**src/rtl/mcu_32x.sv**
```systemverilog
// mcu_32x: single-cycle 32-bit micro-controller core with an internal
// 16-word program ROM and a 16-word data RAM. Every rising clock edge
// executes one instruction. The registered outputs show what that
// instruction did.
module mcu_32x (
    input  logic        clk,
    input  logic        reset,
    output logic [31:0] result,
    output logic [31:0] address,
    output logic        mem_read,
    output logic        mem_write
);

    localparam logic [5:0] OP_NOP  = 6'h00;
    localparam logic [5:0] OP_ADD  = 6'h01;
    localparam logic [5:0] OP_SUB  = 6'h02;
    localparam logic [5:0] OP_AND  = 6'h03;
    localparam logic [5:0] OP_OR   = 6'h04;
    localparam logic [5:0] OP_XOR  = 6'h05;
    localparam logic [5:0] OP_ADDI = 6'h06;
    localparam logic [5:0] OP_LW   = 6'h07;
    localparam logic [5:0] OP_SW   = 6'h08;
    localparam logic [5:0] OP_BEQ  = 6'h09;
    localparam logic [5:0] OP_JMP  = 6'h0A;
    localparam logic [5:0] OP_HALT = 6'h3F;

    // The rs2 field overlaps imm[15:14]. Instruction words are formed by
    // OR-ing the fields, exactly as the decoder reads them back.
    function automatic logic [31:0] enc(input logic [5:0] op, input logic [3:0] rd,
                                        input logic [3:0] rs1, input logic [3:0] rs2,
                                        input logic [15:0] imm);
        enc = {op, rd, rs1, rs2, 14'd0} | {16'd0, imm};
    endfunction

    logic [3:0]  r_pc;
    logic        r_halted;
    logic [31:0] r_regs [16];
    logic [31:0] r_ram  [16];

    logic [31:0] w_instr;
    logic [5:0]  w_op;
    logic [3:0]  w_rd;
    logic [3:0]  w_rs1;
    logic [3:0]  w_rs2;
    logic [31:0] w_imm;
    logic [31:0] w_rs1v;
    logic [31:0] w_rs2v;
    logic [3:0]  w_ea;
    logic [3:0]  w_next_pc;
    logic        w_reg_we;
    logic        w_ram_we;
    logic        w_halt;
    logic [31:0] w_result;
    logic [31:0] w_address;
    logic        w_mem_rd;
    logic        w_mem_wr;

    // Fixed program ROM. Words 12-15 are NOP.
    always_comb begin
        w_instr = enc(OP_NOP, 4'd0, 4'd0, 4'd0, 16'd0);
        case (r_pc)
            4'd0:  w_instr = enc(OP_ADDI, 4'd1, 4'd0, 4'd0, 16'd5);
            4'd1:  w_instr = enc(OP_ADDI, 4'd2, 4'd0, 4'd0, 16'd3);
            4'd2:  w_instr = enc(OP_ADD,  4'd3, 4'd1, 4'd2, 16'd0);
            4'd3:  w_instr = enc(OP_SUB,  4'd4, 4'd1, 4'd2, 16'd0);
            4'd4:  w_instr = enc(OP_AND,  4'd5, 4'd1, 4'd2, 16'd0);
            4'd5:  w_instr = enc(OP_OR,   4'd6, 4'd1, 4'd2, 16'd0);
            4'd6:  w_instr = enc(OP_XOR,  4'd7, 4'd1, 4'd2, 16'd0);
            4'd7:  w_instr = enc(OP_SW,   4'd0, 4'd0, 4'd3, 16'd4);
            4'd8:  w_instr = enc(OP_LW,   4'd8, 4'd0, 4'd0, 16'd4);
            4'd9:  w_instr = enc(OP_BEQ,  4'd0, 4'd3, 4'd8, 16'd1);
            4'd10: w_instr = enc(OP_ADDI, 4'd9, 4'd0, 4'd0, 16'd1);
            4'd11: w_instr = enc(OP_HALT, 4'd0, 4'd0, 4'd0, 16'd0);
            default: w_instr = enc(OP_NOP, 4'd0, 4'd0, 4'd0, 16'd0);
        endcase
    end

    // Field extraction and register-file reads. r0 always reads as zero.
    always_comb begin
        w_op   = w_instr[31:26];
        w_rd   = w_instr[25:22];
        w_rs1  = w_instr[21:18];
        w_rs2  = w_instr[17:14];
        w_imm  = {{16{w_instr[15]}}, w_instr[15:0]};
        w_rs1v = (w_rs1 == 4'd0) ? 32'd0 : r_regs[w_rs1];
        w_rs2v = (w_rs2 == 4'd0) ? 32'd0 : r_regs[w_rs2];
        w_ea   = w_rs1v[3:0] + w_imm[3:0];
    end

    // Execute: the ALU, the next PC, write enables and the next output values.
    always_comb begin
        w_next_pc = r_pc + 4'd1;
        w_reg_we  = 1'b0;
        w_ram_we  = 1'b0;
        w_halt    = 1'b0;
        w_result  = 32'd0;
        w_address = {28'd0, r_pc};
        w_mem_rd  = 1'b0;
        w_mem_wr  = 1'b0;
        case (w_op)
            OP_ADD:  begin w_result = w_rs1v + w_rs2v; w_reg_we = 1'b1; end
            OP_SUB:  begin w_result = w_rs1v - w_rs2v; w_reg_we = 1'b1; end
            OP_AND:  begin w_result = w_rs1v & w_rs2v; w_reg_we = 1'b1; end
            OP_OR:   begin w_result = w_rs1v | w_rs2v; w_reg_we = 1'b1; end
            OP_XOR:  begin w_result = w_rs1v ^ w_rs2v; w_reg_we = 1'b1; end
            OP_ADDI: begin w_result = w_rs1v + w_imm;  w_reg_we = 1'b1; end
            OP_LW: begin
                w_result  = r_ram[w_ea];
                w_reg_we  = 1'b1;
                w_address = {28'd0, w_ea};
                w_mem_rd  = 1'b1;
            end
            OP_SW: begin
                w_result  = w_rs2v;
                w_ram_we  = 1'b1;
                w_address = {28'd0, w_ea};
                w_mem_wr  = 1'b1;
            end
            OP_BEQ: begin
                w_result = w_rs1v - w_rs2v;
                if (w_rs1v == w_rs2v)
                    w_next_pc = r_pc + 4'd1 + w_imm[3:0];
            end
            OP_JMP:  w_next_pc = w_imm[3:0];
            OP_HALT: begin
                w_next_pc = r_pc;
                w_halt    = 1'b1;
            end
            default: ;
        endcase
    end

    // Architectural state and registered outputs. While halted, only the
    // frozen halt status is presented.
    always_ff @(posedge clk or negedge reset) begin
        if (!reset) begin
            r_pc      <= 4'd0;
            r_halted  <= 1'b0;
            result    <= 32'd0;
            address   <= 32'd0;
            mem_read  <= 1'b0;
            mem_write <= 1'b0;
            for (int i = 0; i < 16; i++) begin
                r_regs[i] <= 32'd0;
                r_ram[i]  <= 32'd0;
            end
        end else if (r_halted) begin
            result    <= 32'd0;
            address   <= {28'd0, r_pc};
            mem_read  <= 1'b0;
            mem_write <= 1'b0;
        end else begin
            r_pc      <= w_next_pc;
            r_halted  <= w_halt;
            result    <= w_result;
            address   <= w_address;
            mem_read  <= w_mem_rd;
            mem_write <= w_mem_wr;
            if (w_reg_we && (w_rd != 4'd0))
                r_regs[w_rd] <= w_result;
            if (w_ram_we)
                r_ram[w_ea] <= w_rs2v;
        end
    end

endmodule

```
**config.mk**
```make
export PLATFORM = sky130hd
export DESIGN_NAME = mcu_32x
export DESIGN_NICKNAME = d
export VERILOG_FILES = /design/src/rtl/mcu_32x.sv
export SDC_FILE = /design/constraint.sdc
export NUM_CORES = 1
export LEC_CHECK = 0
export ABC_AREA = 1
export BUFFER_PORTS_ARGS = -buffer_cell sky130_fd_sc_hd__buf_4
export CAP_MARGIN = 20
export CORE_MARGIN = 5
export CORE_UTILIZATION = 30
export DETAILED_ROUTE_END_ITERATION = 10
export PLACE_DENSITY_LB_ADDON = 0.12
export REMOVE_ABC_BUFFERS = 1
export SLEW_MARGIN = 0
export SYNTH_ARGS = -nofsm -noshare
export SYNTH_HDL_FRONTEND = slang
export SYNTH_SLANG_ARGS = --single-unit
```
**constraint.sdc**
```tcl
create_clock -name clk -period 4 [get_ports clk]
set_input_delay 0.4 -clock clk [delete_from_list [all_inputs] [get_ports clk]]
set_output_delay 0.4 -clock clk [all_outputs]
set_load 0.01 [all_outputs]
```
==> out/metrics.cfg <==
[placed_design]
numPortBuffers=39
place_inst=6938
pre_cts_ws_ns=-0.608
dpl.hpwl_um=108000
placed_area_um2=45900
gp_congestion=0.950

[yosys]
yosysWarnings=0
synth_flop_cell=dfrtp_1
ys_ff_latch=735
synth.cell_area_um2=38600
synth_top_area_cell=dfrtp_1
synth_enable_flop_cells=0
syn_avg_cell_area_um2=7.91
synth_top_cell_area_share_pct=47.6
async_reset_ff_share_pct=100
synth_area_leaders=dfrtp_1 (48%), nand2_1 (14%), o21ai_0 (6.3%)
ys_types=64
synthCells=4883
seq_area_frac_synth_pct=47.6

[timing]
max_freq_ghz=0.258
finalCritPeriodShare_pct=96.9
fin_tns_setup_ns=0
timing.final.ws_setup_ns=0.124
finClkSkew_ns=0.0322
worst_slew_pin_slew_ns=0.815
finalSetupViolations=0
hold_violations=0
layout_min_cycle_time_ns=3.88
holdWs_ns=0.257
rsz0062_at_grt=true
slew_violations=0
slew_headroom_pct=45.6

[setup_path]
r2r_slack_ns=0.12
reg2regPathDepth=27
crit_fanout=14
crit_required_ns=4.55
worstPathArrival_ns=4.43
setup.worst_path.start_class=register
criticalPathCategory=register to register
r2r-end=r_regs[442]$_DFFE_PN0P_
r2r-start=r_pc[0]$_DFFE_PN0P_
endpoint_kind=register

[floorplanning]
start_util_pct=30.3
ios=68
fp.dieH_um=369
num_rows=131
floorplan.core_area_um2=128000
dieArea_um2=136000
die_x_um=369

[routing]
vias=35497
vias_per_cell=4.97
ant_nets=0
drt_iter0_markers=2804
firstDrtPassIters=7
wl_per_cell_um=21.5
wl_um=153000
drc=0

[finish]
area_growth_pct=32.7
layout.cells.non_filler=7140
final_cell_mix=nand2_1 (1347), dfrtp_1 (733), buf_4 (648)
drive_gt1_share_pct=24.4
nets=5547
seqCellArea_um2=18400
diodes=0
layout_commonest_cell=nand2_1
multi_input_area_um2=19300
fin_area_um2=51300
nFillCells=12943

[clock_tree]
htree_num_levels=3
clk_path_buf_depth=3
cts_tree=done
clock-root-buffer=clkbuf_16
clk_pin_slew_worst_paths_ns=0.06
numCtsBuffers=89
cts_sinks=735
worstSkewPairLatency_ns=0.69

[global_route]
grt_pass1_vias=35312
grt_remaining_overflow=0
grt_max_degree=130
grt_pass1_wl_um=230000
grt_use_total_pct=22.0
antenna_found_initial=2

[power_and_ir_drop]
power_density_nw_per_um2=317
ir_drop_uv=329
p_leak_uw=0.0247

[status]
status=complete, no violations

[worst_hold_path]
min_path_type=primary input to async pin

[run]
cap_viol_max_count=0

report_power, final:
part           total (uW)  internal (uW)  leakage, uW  switching [uW]
clock network        8620           5170      0.00152            3450
logic                 177           14.9       0.0130             162
registers            7440           7440       0.0102               0
total               16200          12600       0.0247            3610
logic make-up (layout without fill, tap and decap cells):
| family | count (synthesis) | after routing | synth area share, % |
|---|---|---|---|
| AOI/OAI and AO/OA | 1401 | 1401 | 20.0 |
| xor gates and xnor gates | 5 | 5 | 0.113 |
| DFF | 735 | 735 | 47.6 |
| buffers and inverters | 690 | 1258 | 7.41 |
| and+or+nand+nor | 1912 | 1912 | 20.3 |
| other | 1 | 28 | 0.00971 |
| adders and majority gates | 139 | 139 | 4.52 |
layer usage:
layer	track usage, %	part of all wire [%]
met1	30.4	46
met2	36.7	47
met3	1.98	3.6
met4	6.78	3.3
met5	0	0
layout make-up:
type                       instances  share of cell area, %
multi-input combinational       3485                   37.6
tap                             1662                   4.06
clock inverter                    33                  0.944
timing repair buffer             770                   14.0
clock buffer                     130                   5.14
sequential                       735                   35.9
inverter                         325                   2.41
critical path, stage by stage (launching register included):
cell and delay, ns:
dfrtp_1 0.39, ha_4 0.16, ha_4 0.19, nand2_8 0.09, clkinvlp_4 0.11, buf_12 0.12, buf_16 0.14, nand2_1 0.06
a32o_1 0.24, nand2_1 0.07, nand3_2 0.13, buf_4 0.19, ha_1 0.24, a21oi_2 0.21, o21ai_2 0.10, inv_1 0.14
o21ai_2 0.09, nand2_1 0.11, nand2_1 0.08, a21oi_2 0.19, nand3_1 0.11, nand2_2 0.09, nor2_4 0.05, buf_4 0.14
nor2_4 0.09, nand2_2 0.09, nand2_2 0.06, nand2_1 0.06
state kept, by name, indices dropped and copies added (netlist names):
| register | count |
|---|---|
| r_ram | 512 |
| r_regs | 180 |
| result | 32 |
| address | 4 |
| r_pc | 4 |
| mem_read | 1 |
| mem_write | 1 |
| r_halted | 1 |
stage by stage:
step	util [%]	power (uW)
after floorplan	-	7580
after global placement	36.0	7760
after detailed placement	36.0	7760
after CTS	39.1	16500
after global routing	40.2	16800
final	40.2	16200
worst max-delay path by stage:
stage               cells after the start                start  slack, ns                      end
detailed placement                     24  r_pc[1]$_DFFE_PN0P_      -0.61  r_regs[214]$_DFFE_PN0P_
CTS                                    27  r_pc[1]$_DFFE_PN0P_      -0.01  r_regs[445]$_DFFE_PN0P_
global placement                       24  r_pc[1]$_DFFE_PN0P_      -0.62  r_regs[214]$_DFFE_PN0P_
finish                                 27  r_pc[0]$_DFFE_PN0P_       0.12  r_regs[442]$_DFFE_PN0P_
global route                           27  r_pc[1]$_DFFE_PN0P_      -0.08  r_regs[217]$_DFFE_PN0P_
floorplan                              21  r_pc[1]$_DFFE_PN0P_      -2.16  r_regs[479]$_DFFE_PN0P_
cell usage after synthesis (all sizes together), types with 17 or more instances:
master and count:
inv 323, a21oi 189, o22ai 279, o21ai 823, nor2 247, nor3 19, ha 138, o211ai 17
a221oi 17, nand3 157, buf 113, nand2 1440, dfrtp 735, clkbuf 252
repair_timing:
| action | CTS | global route |
|---|---|---|
| hold buffers | 1 | 0 |
| cloned | 1 | 3 |
| pin swaps | 22 | 89 |
| setup endpoints to repair | 156 | 181 |
| resized for setup | 159 | 300 |
| endpoints found under the hold margin | 55 | 0 |
| setup buffers | 13 | 21 |
Note: power is estimated with default switching activity, not from simulation.
